[src/rtl/ip_bus_initiator.sv]
// ip_bus_initiator: single-transaction peripheral bus master with valid/ready command input and read response pulse
// Ports: clk, reset (async, active high); cmd_valid/cmd_ready/cmd_write/cmd_memory/cmd_address/cmd_wdata command in;
//        rsp_valid/rsp_rdata/rsp_timeout read response out; busy; bus_address/bus_write_data/bus_memory/bus_read/bus_write
//        bus request out; bus_read_ready/bus_read_data responder return in.
// Optional macro IP_BUS_INITIATOR_TIMEOUT_EN builds the read timeout (TIMEOUT_CYCLES); otherwise reads wait forever.
module ip_bus_initiator #(
  parameter int GAP_CYCLES     = 2,
  parameter int TIMEOUT_CYCLES = 15
) (
  input  logic        clk,
  input  logic        reset,
  input  logic        cmd_valid,
  output logic        cmd_ready,
  input  logic        cmd_write,
  input  logic        cmd_memory,
  input  logic [15:0] cmd_address,
  input  logic [7:0]  cmd_wdata,
  output logic        rsp_valid,
  output logic [7:0]  rsp_rdata,
  output logic        rsp_timeout,
  output logic        busy,
  output logic [15:0] bus_address,
  output logic [7:0]  bus_write_data,
  output logic        bus_memory,
  output logic        bus_read,
  output logic        bus_write,
  input  logic        bus_read_ready,
  input  logic [7:0]  bus_read_data
);
  localparam logic [1:0] S_IDLE = 2'd0, S_ISSUE = 2'd1, S_WAIT_RD = 2'd2, S_GAP = 2'd3;
  logic [1:0] r_state;
  logic       r_write;
  logic [3:0] r_gap;
  logic       w_to_hit;
  logic [1:0] w_done_st;
  logic       w_rd_done;
  assign w_done_st = (GAP_CYCLES == 0) ? S_IDLE : S_GAP;
  assign w_rd_done = (r_state == S_WAIT_RD) && (bus_read_ready || w_to_hit);
  assign cmd_ready = r_state == S_IDLE;
  assign busy      = r_state != S_IDLE;
  // strobes decode from the async-reset state so they drop immediately on reset
  assign bus_write = (r_state == S_ISSUE) && r_write;
  assign bus_read  = (r_state == S_ISSUE) && !r_write;
`ifdef IP_BUS_INITIATOR_TIMEOUT_EN
  logic [7:0] r_to_cnt;
  logic       r_rsp_to;
  // counter holds the number of WAIT_RD cycles already elapsed, so the limit fires at the end of the last allowed cycle
  assign w_to_hit    = r_to_cnt == 8'(TIMEOUT_CYCLES - 1);
  assign rsp_timeout = r_rsp_to;
  always_ff @(posedge clk or posedge reset) begin
    if (reset) begin
      r_to_cnt <= 8'h00;
      r_rsp_to <= 1'b0;
    end else begin
      r_to_cnt <= (r_state == S_WAIT_RD) ? r_to_cnt + 8'h01 : 8'h00;
      r_rsp_to <= w_rd_done && !bus_read_ready;
    end
  end
`else
  assign w_to_hit    = 1'b0;
  assign rsp_timeout = 1'b0;
`endif
  always_ff @(posedge clk or posedge reset) begin
    if (reset) begin
      r_state        <= S_IDLE;
      r_write        <= 1'b0;
      r_gap          <= 4'h0;
      bus_address    <= 16'h0000;
      bus_write_data <= 8'h00;
      bus_memory     <= 1'b0;
      rsp_valid      <= 1'b0;
      rsp_rdata      <= 8'h00;
    end else begin
      rsp_valid <= w_rd_done;
      if (w_rd_done) rsp_rdata <= bus_read_ready ? bus_read_data : 8'hFF;
      case (r_state)
        S_IDLE: if (cmd_valid) begin
          r_state        <= S_ISSUE;
          r_write        <= cmd_write;
          bus_address    <= cmd_address;
          bus_write_data <= cmd_wdata;
          bus_memory     <= cmd_memory;
        end
        S_ISSUE: begin
          r_gap   <= 4'h0;
          r_state <= r_write ? w_done_st : S_WAIT_RD;
        end
        S_WAIT_RD: if (w_rd_done) begin
          r_gap   <= 4'h0;
          r_state <= w_done_st;
        end
        default: begin
          r_gap   <= r_gap + 4'h1;
          r_state <= (r_gap == 4'(GAP_CYCLES - 1)) ? S_IDLE : S_GAP;
        end
      endcase
    end
  end
endmodule

[config.mk]
export PLATFORM = sky130hd
export DESIGN_NAME = ip_bus_initiator
export DESIGN_NICKNAME = d
export VERILOG_FILES = /design/src/rtl/ip_bus_initiator.sv
export SDC_FILE = /design/constraint.sdc
export NUM_CORES = 1
export LEC_CHECK = 0
export BUFFER_PORTS_ARGS = -buffer_cell sky130_fd_sc_hd__buf_2
export CAP_MARGIN = 20
export CORE_ASPECT_RATIO = 1.1
export CORE_UTILIZATION = 46
export DETAILED_ROUTE_END_ITERATION = 7
export GPL_TIMING_DRIVEN = 0
export PLACE_DENSITY = 0.78
export SETUP_SLACK_MARGIN = 0.3
export SYNTH_ARGS = -nofsm -noshare
export SYNTH_HDL_FRONTEND = slang
export SYNTH_SLANG_ARGS = --single-unit
[constraint.sdc]
create_clock -name clk -period 1.91 [get_ports clk]
set_input_delay 0.191 -clock clk [delete_from_list [all_inputs] [get_ports clk]]
set_output_delay 0.191 -clock clk [all_outputs]
set_load 0.01 [all_outputs]
==> parameters.txt <==
Parameter                              Value

Floorplan
  Initial standard-cell utilization of the core ... 0.477
  Floorplan core area ... 3630 um^2
  Ports placed on the boundary ... a little under 80
  Cell Rows ... 23
  Die extent in y ... 66.3 um
  Width of the die ... around 60 um
  Die footprint ... 4010 um^2

Critical path
  Kind of critical path ... reg2reg
  Launch point of the worst reg-to-reg path ... r_state[0]
  Crit path capture type ... register
  Highest fanout seen on the critical path ... 4
  Kind of start point of the critical path ... register
  Worst endpoint data arrival time ... between 1500 and 2000 ps
  Slowest cell on the critical path ... sky130_fd_sc_hd__dfrtp_1
  Required time at the endpoint of the critical path ... just over 2000 ps
  Delay of the slowest cell on the worst path ... roughly 410 ps
  Critical path cell sequence ... buf_4 > ha_1 > a2111oi_2 > nor2_1 > mux2_2
  Startpoint of the worst setup timing path ... r_state[0]

Synth
  Sequential cell area fraction in the yosys report ... 0.593
  Number of warnings issued by yosys ... 0
  Share of the synthesized area in the top cell type ... 0.593
  Top post-synthesis cells by area ... sky130_fd_sc_hd__dfrtp_1 59%, sky130_fd_sc_hd__mux2_2 22%, sky130_fd_sc_hd__ha_1 4.3%, sky130_fd_sc_hd__inv_1 1.5%, sky130_fd_sc_hd__buf_4 1.3%
  Unique masters post-synth ... 26
  Synthesized flop and latch total ... 41
  Syn Inst Count ... ~120
  Total standard cell area after synthesis ... around 1700 um^2
  Average cell area after synthesis ... about 15 um^2
  Yosys top cell by area ... sky130_fd_sc_hd__dfrtp_1
  Post-synthesis net count ... 162

GRT
  Via count of the first global-routing pass ... 1200
  Largest net degree at the start of global routing ... between 40 and 50
  Number of antenna violations at the first check in global routing ... 0
  Gr ovfl total ... 0
  Overall Global Routing Usage ... 0.164
  First-pass GRT wire length ... slightly below 5000 um

Place
  Final weighted congestion of routability-driven global placement ... 0.743
  Post-Place Cells ... ~240
  DP Worst Slack ... between 200 and 300 ps
  Count of input and output buffers ... between 70 and 80
  Half-perimeter wire length of the detailed placement result ... 2520 um

STA
  Achievable Freq ... 628 MHz
  Final TNS setup ... 0 ps
  Final setup violation count ... 0
  Post-layout minimum cycle time ... ~1600 ps
  WHS ... ~64 ps
  Final Hold Vio Count ... 0
  Relative slew margins ... 0.461
  Period utilization ... 0.833
  Setup repair after global routing missed its margin ... no
  Layout Skew ... roughly 6.2 ps
  Tightest Pin Transition ... roughly 810 ps
  Number of pins exceeding their max-slew limit in the final report ... 0
  Minimum setup slack in the final design ... between 300 and 400 ps

Drt
  Detailed-router iteration count before antenna repair ... 4
  Wire length reported by the detailed router ... around 3300 um
  Via/cell ratio ... around 4.9
  Wire length per cell ... around 13 um
  DR vias ... around 1200
  # DRC ... 0
  Number of nets with antenna violations after routing ... 0
  Violation count after the first detailed-route iteration ... 32

Run status
  Result of the run ... finished clean

Layout
  Fill cells ... 298
  Area of combinational cells with multiple inputs ... 663 um^2
  Area used by sequential logic in the layout ... roughly 1000 um^2
  Fraction of layout instances using a drive strength above 1 ... 0.647
  Net count of the finished layout ... approximately 250
  Growth of design area from synthesis to finish ... 32.8%
  Final cell count without fillers ... ~250
  Ant diodes ... 0

Power
  Combinational Power Share ... 0.450
  Final total power ... approximately 3.8 mW
  Leakage Power ... 1.17 nW
  Power Density ... around 1600 nW/um^2
  Cell internal pwr ... 2.49 mW
  Power share of the sequential group ... 0.406
  Switching share of total power ... 0.339
  Peak supply drop ... 0.777 mV
  Power spent charging and discharging nets ... approximately 1.3 mW
  Proportion of power drawn by the clock network ... 0.144

CTS
  Worst-Skew Late Latency ... ~280 ps
  TritonCTS clock tree ... built
  TritonCTS Buffers ... 5
  Count of hold buffers inserted by post-cts repair ... 0
  Clock Tree Root ... sky130_fd_sc_hd__clkbuf_8
  Clock net sink count ... 41
  Clock slew at reported path FFs ... 70 ps
  Number of buffers on the longest clock path ... 2
  H-tree levels ... 2

Run
  Number of maximum-capacitance constraint violations ... 0

Worst hold path
  HP Class ... in2async
==> placed cells by master (no fill, tap or decap), drive strengths merged, types with 2 or more instances in the layout <==
cell type,n
clkbuf,7
nor2,2
mux2,35
dfrtp,41
buf,80
inv,7
nor2b,2
o21ai,4
ha,6
o31ai,3
nand2,2
==> final cells by class <==
type | instances | area share
sequential | 41 | 0.447
multi-input combinational | 66 | 0.289
timing repair buffer | 76 | 0.167
clock buffer | 7 | 0.0376
tap | 50 | 0.0272
buffer | 4 | 0.0213
inverter | 7 | 0.0114
==> final timing paths <==
kind / to / slack (ps) / cells after the start
max: r_state[0] / 320 / 5
min: bus_address[0] / 60 / 2
max reg2reg: r_state[0] / 320 / 5
min reg2reg: bus_write_data[5] / 500 / 1
max in group asynchronous: bus_address[11] / 1330 / 2
min in group clk: bus_write_data[5] / 130 / 2
==> cells in the mapped netlist <==
master                      instances
sky130_fd_sc_hd__dfrtp_1           41
sky130_fd_sc_hd__mux2_2            34
sky130_fd_sc_hd__inv_1              7
sky130_fd_sc_hd__ha_1               6
sky130_fd_sc_hd__o21ai_0            4
sky130_fd_sc_hd__buf_4              3
sky130_fd_sc_hd__o31ai_1            3
sky130_fd_sc_hd__nor2_1             2
sky130_fd_sc_hd__a2111oi_0          1
sky130_fd_sc_hd__a21oi_1            1
sky130_fd_sc_hd__a31oi_1            1
sky130_fd_sc_hd__and2_1             1
sky130_fd_sc_hd__buf_6              1
sky130_fd_sc_hd__conb_1             1
sky130_fd_sc_hd__mux2_1             1
sky130_fd_sc_hd__mux2i_1            1
sky130_fd_sc_hd__nand2_1            1
sky130_fd_sc_hd__nand2_4            1
sky130_fd_sc_hd__nand2b_1           1
sky130_fd_sc_hd__nand3_1            1
sky130_fd_sc_hd__nor2b_1            1
sky130_fd_sc_hd__nor2b_4            1
sky130_fd_sc_hd__nor4bb_1           1
sky130_fd_sc_hd__o21bai_1           1
sky130_fd_sc_hd__o41ai_1            1
sky130_fd_sc_hd__or3_4              1
==> critical path, delay by kind of cell, from the launching register on <==
| family | cells | cell delay (ps) |
|---|---|---|
| fa+ha+maj | 1 | 230 |
| flops | 1 | 410 |
| buf+inv | 1 | 140 |
| compound gates | 1 | 340 |
| simple gates | 1 | 90 |
| mux | 1 | 270 |
==> metal layers <==
metal / global-route usage / wire length [um]
met5: 0 / 0
met1: 0.185 / 1310
met2: 0.302 / 1830
met3: 0.0313 / 141
met4: 0.0568 / 19
==> repair_timing <==
| action | 4_1_cts | 5_1_grt |
|---|---|---|
| buffers inserted | 0 | 1 |
| endpoints found under the setup margin | 21 | 27 |
| resized for setup | 0 | 11 |
==> power groups by stage <==
stage,sequential (mW),clock [mW],combinational [mW]
2_1_floorplan,1.70,0,0.844
3_3_place_gp,1.51,0,1.54
3_5_place_dp,1.53,0,1.63
4_1_cts,1.52,0.557,1.62
5_1_grt,1.58,0.581,1.85
6_report,1.53,0.542,1.69
==> sequential cells by signal, summed over array words and instances (netlist names) <==
register        count
rsp_valid           1
r_gap               4
r_write             1
bus_address        16
bus_write_data      8
rsp_rdata           8
bus_memory          1
r_state             2
==> logic make-up (layout without fill, tap and decap cells) <==
group / after synthesis / count (layout) / synth area share
buf+inv: 11 / 94 / 0.0347
compound gates: 12 / 12 / 0.0456
other cells: 1 / 1 / 0.00217
flops: 41 / 41 / 0.593
simple gates: 11 / 11 / 0.0470
mux: 36 / 36 / 0.234
fa+ha+maj: 6 / 6 / 0.0434
==> metrics by stage <==
step           instance area [um^2]  utilization
4_1_cts                        2250        0.621
2_1_floorplan                  1730            -
6_report                       2300        0.633
5_1_grt                        2300        0.633
3_3_place_gp                   2170        0.598
3_5_place_dp                   2170        0.598
Note: power is estimated with default switching activity, not from simulation.
